--- src/rtl/conv_controller.sv ---
// Sequencer for the KxK convolution datapath: loads weights, paces column beats,
// tracks window-completing shifts and queues the matching results.
//   IDLE   | waiting for start
//   LOAD_W | streaming K*K weights into the datapath
//   RUN    | accepting column beats under output-credit gating
//   DRAIN  | waiting for in-flight results and FIFO to empty
//   DONE   | one-cycle completion pulse
module conv_controller #(
  parameter int KERNEL_SIZE = 5,
  parameter int DATA_WIDTH  = 16,
  parameter int DIM_WIDTH   = 10,
  parameter int DP_LATENCY  = 2,
  parameter int OUT_DEPTH   = 4
) (
  input  logic                                        clk,
  input  logic                                        reset,
  input  logic                                        start,
  input  logic [DIM_WIDTH-1:0]                        cfg_width,
  input  logic [DIM_WIDTH-1:0]                        cfg_height,
  input  logic [DATA_WIDTH-1:0]                       cfg_bias,
  output logic                                        busy,
  output logic                                        done,
  output logic                                        err,
  input  logic                                        w_valid,
  input  logic [DATA_WIDTH-1:0]                       w_data,
  output logic                                        w_ready,
  input  logic                                        col_valid,
  output logic                                        col_ready,
  output logic                                        dp_weight_write,
  output logic [$clog2(KERNEL_SIZE*KERNEL_SIZE)-1:0]  dp_weight_addr,
  output logic [DATA_WIDTH-1:0]                       dp_weight_data,
  output logic                                        dp_shift,
  output logic                                        dp_row_start,
  output logic [DATA_WIDTH-1:0]                       dp_bias,
  input  logic [DATA_WIDTH-1:0]                       dp_result,
  output logic                                        out_valid,
  output logic [DATA_WIDTH-1:0]                       out_data,
  input  logic                                        out_ready
);

  localparam int KK    = KERNEL_SIZE * KERNEL_SIZE;
  localparam int WA_W  = $clog2(KK);
  localparam int CNT_W = $clog2(OUT_DEPTH + 1);
  localparam int PTR_W = (OUT_DEPTH > 1) ? $clog2(OUT_DEPTH) : 1;

  localparam logic [DIM_WIDTH-1:0] K_DIM    = DIM_WIDTH'(KERNEL_SIZE);
  localparam logic [DIM_WIDTH-1:0] K_M1     = DIM_WIDTH'(KERNEL_SIZE - 1);
  localparam logic [WA_W-1:0]      W_LAST   = WA_W'(KK - 1);
  localparam logic [CNT_W:0]       OCC_MAX  = (CNT_W + 1)'(OUT_DEPTH);
  localparam logic [PTR_W-1:0]     PTR_LAST = PTR_W'(OUT_DEPTH - 1);

  typedef enum logic [2:0] {
    S_IDLE,
    S_LOAD_W,
    S_RUN,
    S_DRAIN,
    S_DONE
  } state_t;

  state_t                 state_q, state_d;
  logic [DIM_WIDTH-1:0]   width_q, width_d;
  logic [DIM_WIDTH-1:0]   height_q, height_d;
  logic [DIM_WIDTH-1:0]   col_q, col_d;
  logic [DIM_WIDTH-1:0]   band_q, band_d;
  logic [DATA_WIDTH-1:0]  bias_q, bias_d;
  logic [WA_W-1:0]        widx_q, widx_d;
  logic                   err_q, err_d;
  logic [DP_LATENCY-1:0]  vpipe_q, vpipe_d;
  logic [CNT_W-1:0]       inflight_q, inflight_d;
  logic [CNT_W-1:0]       fcnt_q, fcnt_d;
  logic [PTR_W-1:0]       wptr_q, wptr_d;
  logic [PTR_W-1:0]       rptr_q, rptr_d;
  logic [DATA_WIDTH-1:0]  mem_q [OUT_DEPTH];
  logic [DATA_WIDTH-1:0]  mem_d [OUT_DEPTH];

  logic            w_fire;
  logic            col_fire;
  logic            pipe_in;
  logic            push;
  logic            pop;
  logic [CNT_W:0]  occ;

  // Credit counts results already committed to the pipe, so a full FIFO can never be overrun.
  assign occ       = {1'b0, inflight_q} + {1'b0, fcnt_q};
  assign w_ready   = (state_q == S_LOAD_W);
  assign w_fire    = w_ready & w_valid;
  assign col_ready = (state_q == S_RUN) && (occ < OCC_MAX);
  assign col_fire  = col_ready & col_valid;
  assign pipe_in   = col_fire && (col_q >= K_M1);
  assign push      = vpipe_q[DP_LATENCY-1];
  assign pop       = out_valid & out_ready;

  assign dp_weight_write = w_fire;
  assign dp_weight_addr  = widx_q;
  assign dp_weight_data  = w_fire ? w_data : '0;
  assign dp_shift        = col_fire;
  assign dp_row_start    = col_fire && (col_q == '0);
  assign dp_bias         = bias_q;
  assign busy            = (state_q == S_LOAD_W) || (state_q == S_RUN) || (state_q == S_DRAIN);
  assign done            = (state_q == S_DONE);
  assign err             = err_q;
  assign out_valid       = (fcnt_q != '0);
  assign out_data        = out_valid ? mem_q[rptr_q] : '0;

  always_comb begin
    state_d  = state_q;
    width_d  = width_q;
    height_d = height_q;
    col_d    = col_q;
    band_d   = band_q;
    bias_d   = bias_q;
    widx_d   = widx_q;
    err_d    = 1'b0;

    unique case (state_q)
      S_IDLE: begin
        if (start) begin
          if ((cfg_width < K_DIM) || (cfg_height < K_DIM)) begin
            err_d = 1'b1;
          end else begin
            width_d  = cfg_width;
            height_d = cfg_height;
            bias_d   = cfg_bias;
            widx_d   = '0;
            col_d    = '0;
            band_d   = '0;
            state_d  = S_LOAD_W;
          end
        end
      end
      S_LOAD_W: begin
        if (w_fire) begin
          widx_d = widx_q + 1'b1;
          if (widx_q == W_LAST) begin
            state_d = S_RUN;
          end
        end
      end
      S_RUN: begin
        if (col_fire) begin
          if (col_q == width_q - 1'b1) begin
            col_d = '0;
            if (band_q == height_q - K_DIM) begin
              state_d = S_DRAIN;
            end else begin
              band_d = band_q + 1'b1;
            end
          end else begin
            col_d = col_q + 1'b1;
          end
        end
      end
      S_DRAIN: begin
        if ((inflight_q == '0) && (fcnt_q == '0)) begin
          state_d = S_DONE;
        end
      end
      S_DONE: begin
        state_d = S_IDLE;
      end
      default: begin
        state_d = S_IDLE;
      end
    endcase
  end

  always_comb begin
    vpipe_d[0] = pipe_in;
    for (int i = 1; i < DP_LATENCY; i++) begin
      vpipe_d[i] = vpipe_q[i-1];
    end
    inflight_d = inflight_q + CNT_W'(pipe_in) - CNT_W'(push);
    fcnt_d     = fcnt_q + CNT_W'(push) - CNT_W'(pop);

    wptr_d = wptr_q;
    rptr_d = rptr_q;
    mem_d  = mem_q;
    if (push) begin
      mem_d[wptr_q] = dp_result;
      wptr_d = (wptr_q == PTR_LAST) ? '0 : wptr_q + 1'b1;
    end
    if (pop) begin
      rptr_d = (rptr_q == PTR_LAST) ? '0 : rptr_q + 1'b1;
    end
  end

  always_ff @(posedge clk or posedge reset) begin
    if (reset) begin
      state_q    <= S_IDLE;
      width_q    <= '0;
      height_q   <= '0;
      col_q      <= '0;
      band_q     <= '0;
      bias_q     <= '0;
      widx_q     <= '0;
      err_q      <= 1'b0;
      vpipe_q    <= '0;
      inflight_q <= '0;
      fcnt_q     <= '0;
      wptr_q     <= '0;
      rptr_q     <= '0;
      mem_q      <= '{default: '0};
    end else begin
      state_q    <= state_d;
      width_q    <= width_d;
      height_q   <= height_d;
      col_q      <= col_d;
      band_q     <= band_d;
      bias_q     <= bias_d;
      widx_q     <= widx_d;
      err_q      <= err_d;
      vpipe_q    <= vpipe_d;
      inflight_q <= inflight_d;
      fcnt_q     <= fcnt_d;
      wptr_q     <= wptr_d;
      rptr_q     <= rptr_d;
      mem_q      <= mem_d;
    end
  end

endmodule

--- config.mk ---
export PLATFORM = sky130hd
export DESIGN_NAME = conv_controller
export DESIGN_NICKNAME = d
export VERILOG_FILES = /design/src/rtl/conv_controller.sv
export SDC_FILE = /design/constraint.sdc
export NUM_CORES = 1
export LEC_CHECK = 0
export ABC_CLOCK_PERIOD_IN_PS = 5300
export CORE_MARGIN = 5
export CORE_UTILIZATION = 53
export CTS_BUF_LIST = sky130_fd_sc_hd__clkbuf_16
export DETAILED_ROUTE_END_ITERATION = 10
export GPL_ROUTABILITY_DRIVEN = 0
export GPL_TIMING_DRIVEN = 0
export PLACE_DENSITY = 0.81
export SETUP_SLACK_MARGIN = 0.02
export SYNTH_ARGS = -nofsm -noshare
export SYNTH_HDL_FRONTEND = slang
export SYNTH_SLANG_ARGS = --single-unit
--- constraint.sdc ---
create_clock -name clk -period 5.3 [get_ports clk]
set_input_delay 1.06 -clock clk [delete_from_list [all_inputs] [get_ports clk]]
set_output_delay 1.06 -clock clk [all_outputs]
set_load 0.02 [all_outputs]
==> summary.txt <==
Worst hold path
  • Hold EP: vpipe_q[1]
  • HP Class: register to register
  • Cell count of the worst hold path: 0
  • Hold_sp: vpipe_q[0]

Clock tree
  • Setup Fix Bufs, Post-CTS: 0
  • Post-cts resize count: 0
  • CTS Hold Buffers Added: 0
  • H-tree levels: 4
  • Sinks on Clock Net: between 100 and 150
  • Worst-skew pair later-pin latency: 0.42 ns
  • Worst-path clk slew: roughly 0.060 ns
  • Clock root cell: clkbuf_16
  • CTS tree: built
  • CTS max path bufs: 2
  • CTS Buf Count: 17

GRT
  • Vias in the first global route: slightly below 6k
  • GRT Residual Overflow: 0
  • Initial antenna violation count: 0
  • Largest net degree at the start of global routing: 86
  • GRT Overall Usage: roughly 22%
  • Global-route wire length before repair: 29000 um

Cells and area
  • Layout area overhead: 29.8%
  • Layout cells sized above 1: between 20% and 30%
  • N_diodes: 0
  • FILL cells: 1002
  • Fin nets: between 800 and 900

Floorplan
  • Die Wd: about 130 um
  • Die Ht: around 130 um
  • Full die area: between 15000 and 20000 um^2
  • Core Rows: 43
  • Initial cell density of the core: 53.4%
  • Ports: approximately 140
  • Total core area: 13700 um^2

Synth
  • Mapped Nets: just over 700
  • Synth area leader: dfrtp_1
  • Cells after synthesis: 614
  • Post-synth EDFFs: 0
  • Post-synth top cells: dfrtp_1, mux2_2, and2_1
  • Netlist cell types: 58
  • Cell with the most instances after synthesis: dfrtp_1
  • Ys async rst share: 100%
  • Top FF cell, synth: dfrtp_1
  • Synth top area share: between 40% and 50%
  • Ys Warns: 0
  • Average size of a mapped cell: around 12 um^2
  • FF+latch count, synth: roughly 140
  • Area contributors post-synth: dfrtp_1, mux2_2, mux4_2
  • Seq/Total Area, Yosys: between 40% and 50%
  • Cell area after synthesis: 7330 um^2

Route
  • Post-route DRC: 0
  • Routed wire per std cell: 17.7 um
  • Drt pass-1 iters: 5
  • Final WL: 17100 um
  • Drt initial violations: approximately 500
  • Routed vias: ~5.4k
  • Final ANT Viol Nets: 0
  • Vias per cell: about 5.7

Critical path
  • Reg2Reg Depth: 12
  • WS Path Type: register to primary output
  • Crit path launch type: register
  • Critical path peak fanout: 10
  • R2R setup slack: ~2.0 ns
  • Arr. time, crit path: 3.32 ns
  • Slowest stage cell on the critical path: clkbuf_1
  • Crit path max-delay family: buffers and inverters
  • Worst R2R End: inflight_q[2]
  • CP Data Required Time: ~4.2 ns
  • CP Buf/Inv Count: 3
  • Most used cell, CP: clkbuf_1
  • Largest stage delay, worst path: approximately 0.67 ns
  • Endpoint type of the worst setup path: primary output
  • Critical R2R Launch: state_q[2]
  • CP cell instances: clkbuf_1 -> clkbuf_1 -> mux4_2 -> and2_1 -> clkdlybuf4s50_1

Pwr
  • Final Power: around 5 mW
  • Static leakage: 4.00 nW
  • Peak VDD IR: around 0.36 mV
  • Power per cell area: approximately 530 nW/um^2

Place
  • I/O Buffers: approximately 140
  • Detail Placement HPWL: between 10000 and 15000 um

Timing
  • RSZ-0062 raised after global routing: no
  • Setup violations, final: 0
  • Final hold vios: 0
  • Clock skew: 0.00697 ns
  • Fmax: around 230 MHz
  • Setup TNS: 0 ns
  • Relative slew slack: approximately 47%
  • Minimum clock period after layout: around 4.4 ns
  • Max Slew Vio Count: 0
  • Tcrit/Tclk final: roughly 83%
  • Tightest Pin Transition: about 0.79 ns

Status
  • Status: completed

Run
  • Max_cap viols: 0
-- worst max-delay path by stage --
| stage | start | to | slack [ns] | cells past startpoint |
|---|---|---|---|---|
| 3_5_place_dp | rptr_q[0] | out_data[11] | 1.25 | 5 |
| 2_1_floorplan | reset | band_q[0] | 0.46 | 1 |
| 4_1_cts | rptr_q[0] | out_data[11] | 0.81 | 5 |
| 3_3_place_gp | reset | mem_q[58] | -1.25 | 2 |
| 5_1_grt | rptr_q[0] | out_data[14] | 0.60 | 5 |
| 6_report | rptr_q[0] | out_data[11] | 0.92 | 5 |
-- metrics by stage --
| step | cells | cell area, um^2 | worst slack [ns] | hold slack, ns | utilization [%] |
|---|---|---|---|---|---|
| after floorplan | 614 | 7330 | 0.459 | 0.331 | - |
| after global placement | 929 | 8910 | -1.25 | 0.333 | 64.9 |
| after detailed placement | 930 | 8940 | 1.25 | 0.350 | 65.2 |
| after CTS | 962 | 9520 | 0.810 | 0.368 | 69.4 |
| after global routing | 962 | 9520 | 0.604 | 0.372 | 69.4 |
| final | 962 | 9520 | 0.919 | 0.360 | 69.4 |
-- registers in the layout, summed over array words and instances (netlist names) --
| register | count |
|---|---|
| vpipe_q | 2 |
| width_q | 10 |
| col_q | 10 |
| band_q | 10 |
| dp_weight_addr | 5 |
| state_q | 3 |
| rptr_q | 2 |
| dp_bias | 16 |
| wptr_q | 2 |
| err | 1 |
| height_q | 10 |
| mem_q | 64 |
| inflight_q | 3 |
| fcnt_q | 3 |
-- layout by cell type, fill, tap and decap left out, types with 3 or more instances in the layout --
cell type,instances
dfrtp_1,141
clkdlybuf4s50_1,135
mux2_2,101
and2_1,39
inv_1,28
a31oi_1,28
clkbuf_1,26
nand2_1,26
xnor2_1,22
ha_1,18
clkbuf_16,17
nor3_1,16
o21ai_0,16
nand2b_1,16
mux4_2,16
nand3_1,14
nor2_1,13
and3_1,13
xor2_1,8
clkinv_4,5
or3_1,4
nor4_1,4
nand4_1,4
or4_1,4
a21oi_1,4
nand3b_1,3
inv_6,3
o211ai_1,3
a211oi_1,3
or2b_1,3
a22o_1,3
-- final cells by class --
type	count	area [um^2]	share of cell area (%)
multi-input combinational	416	3580	37.6
clock inverter	15	151	1.59
buffer	31	126	1.33
timing repair buffer	136	1380	14.5
inverter	26	103	1.08
clock buffer	17	425	4.47
sequential	141	3530	37.1
tap	180	225	2.37
-- logic make-up after synthesis --
family	synth area share (%)
buffers and inverters	3.05
DFF	48.1
muxes	20.6
xor gates and xnor gates	3.58
AOI/OAI and AO/OA	7.29
adders and majority gates	3.62
and+or+nand+nor	13.7
-- metal layers --
layer  part of all wire, %  global-route usage (%)  up-vias
li1                      -                       -     2533
met1                    41                    27.9     2731
met2                    53                    38.8      170
met3                   5.0                    4.77       15
met4                   1.0                    6.30        0
met5                     0                       0        -
-- power by group --
part / switching (mW) / total, mW / internal [mW]
Combinational: 1.10 / 2.23 / 1.12
Sequential: 0.244 / 1.62 / 1.37
Clock: 0.465 / 1.16 / 0.691
Power figures use the tool's default switching activity.
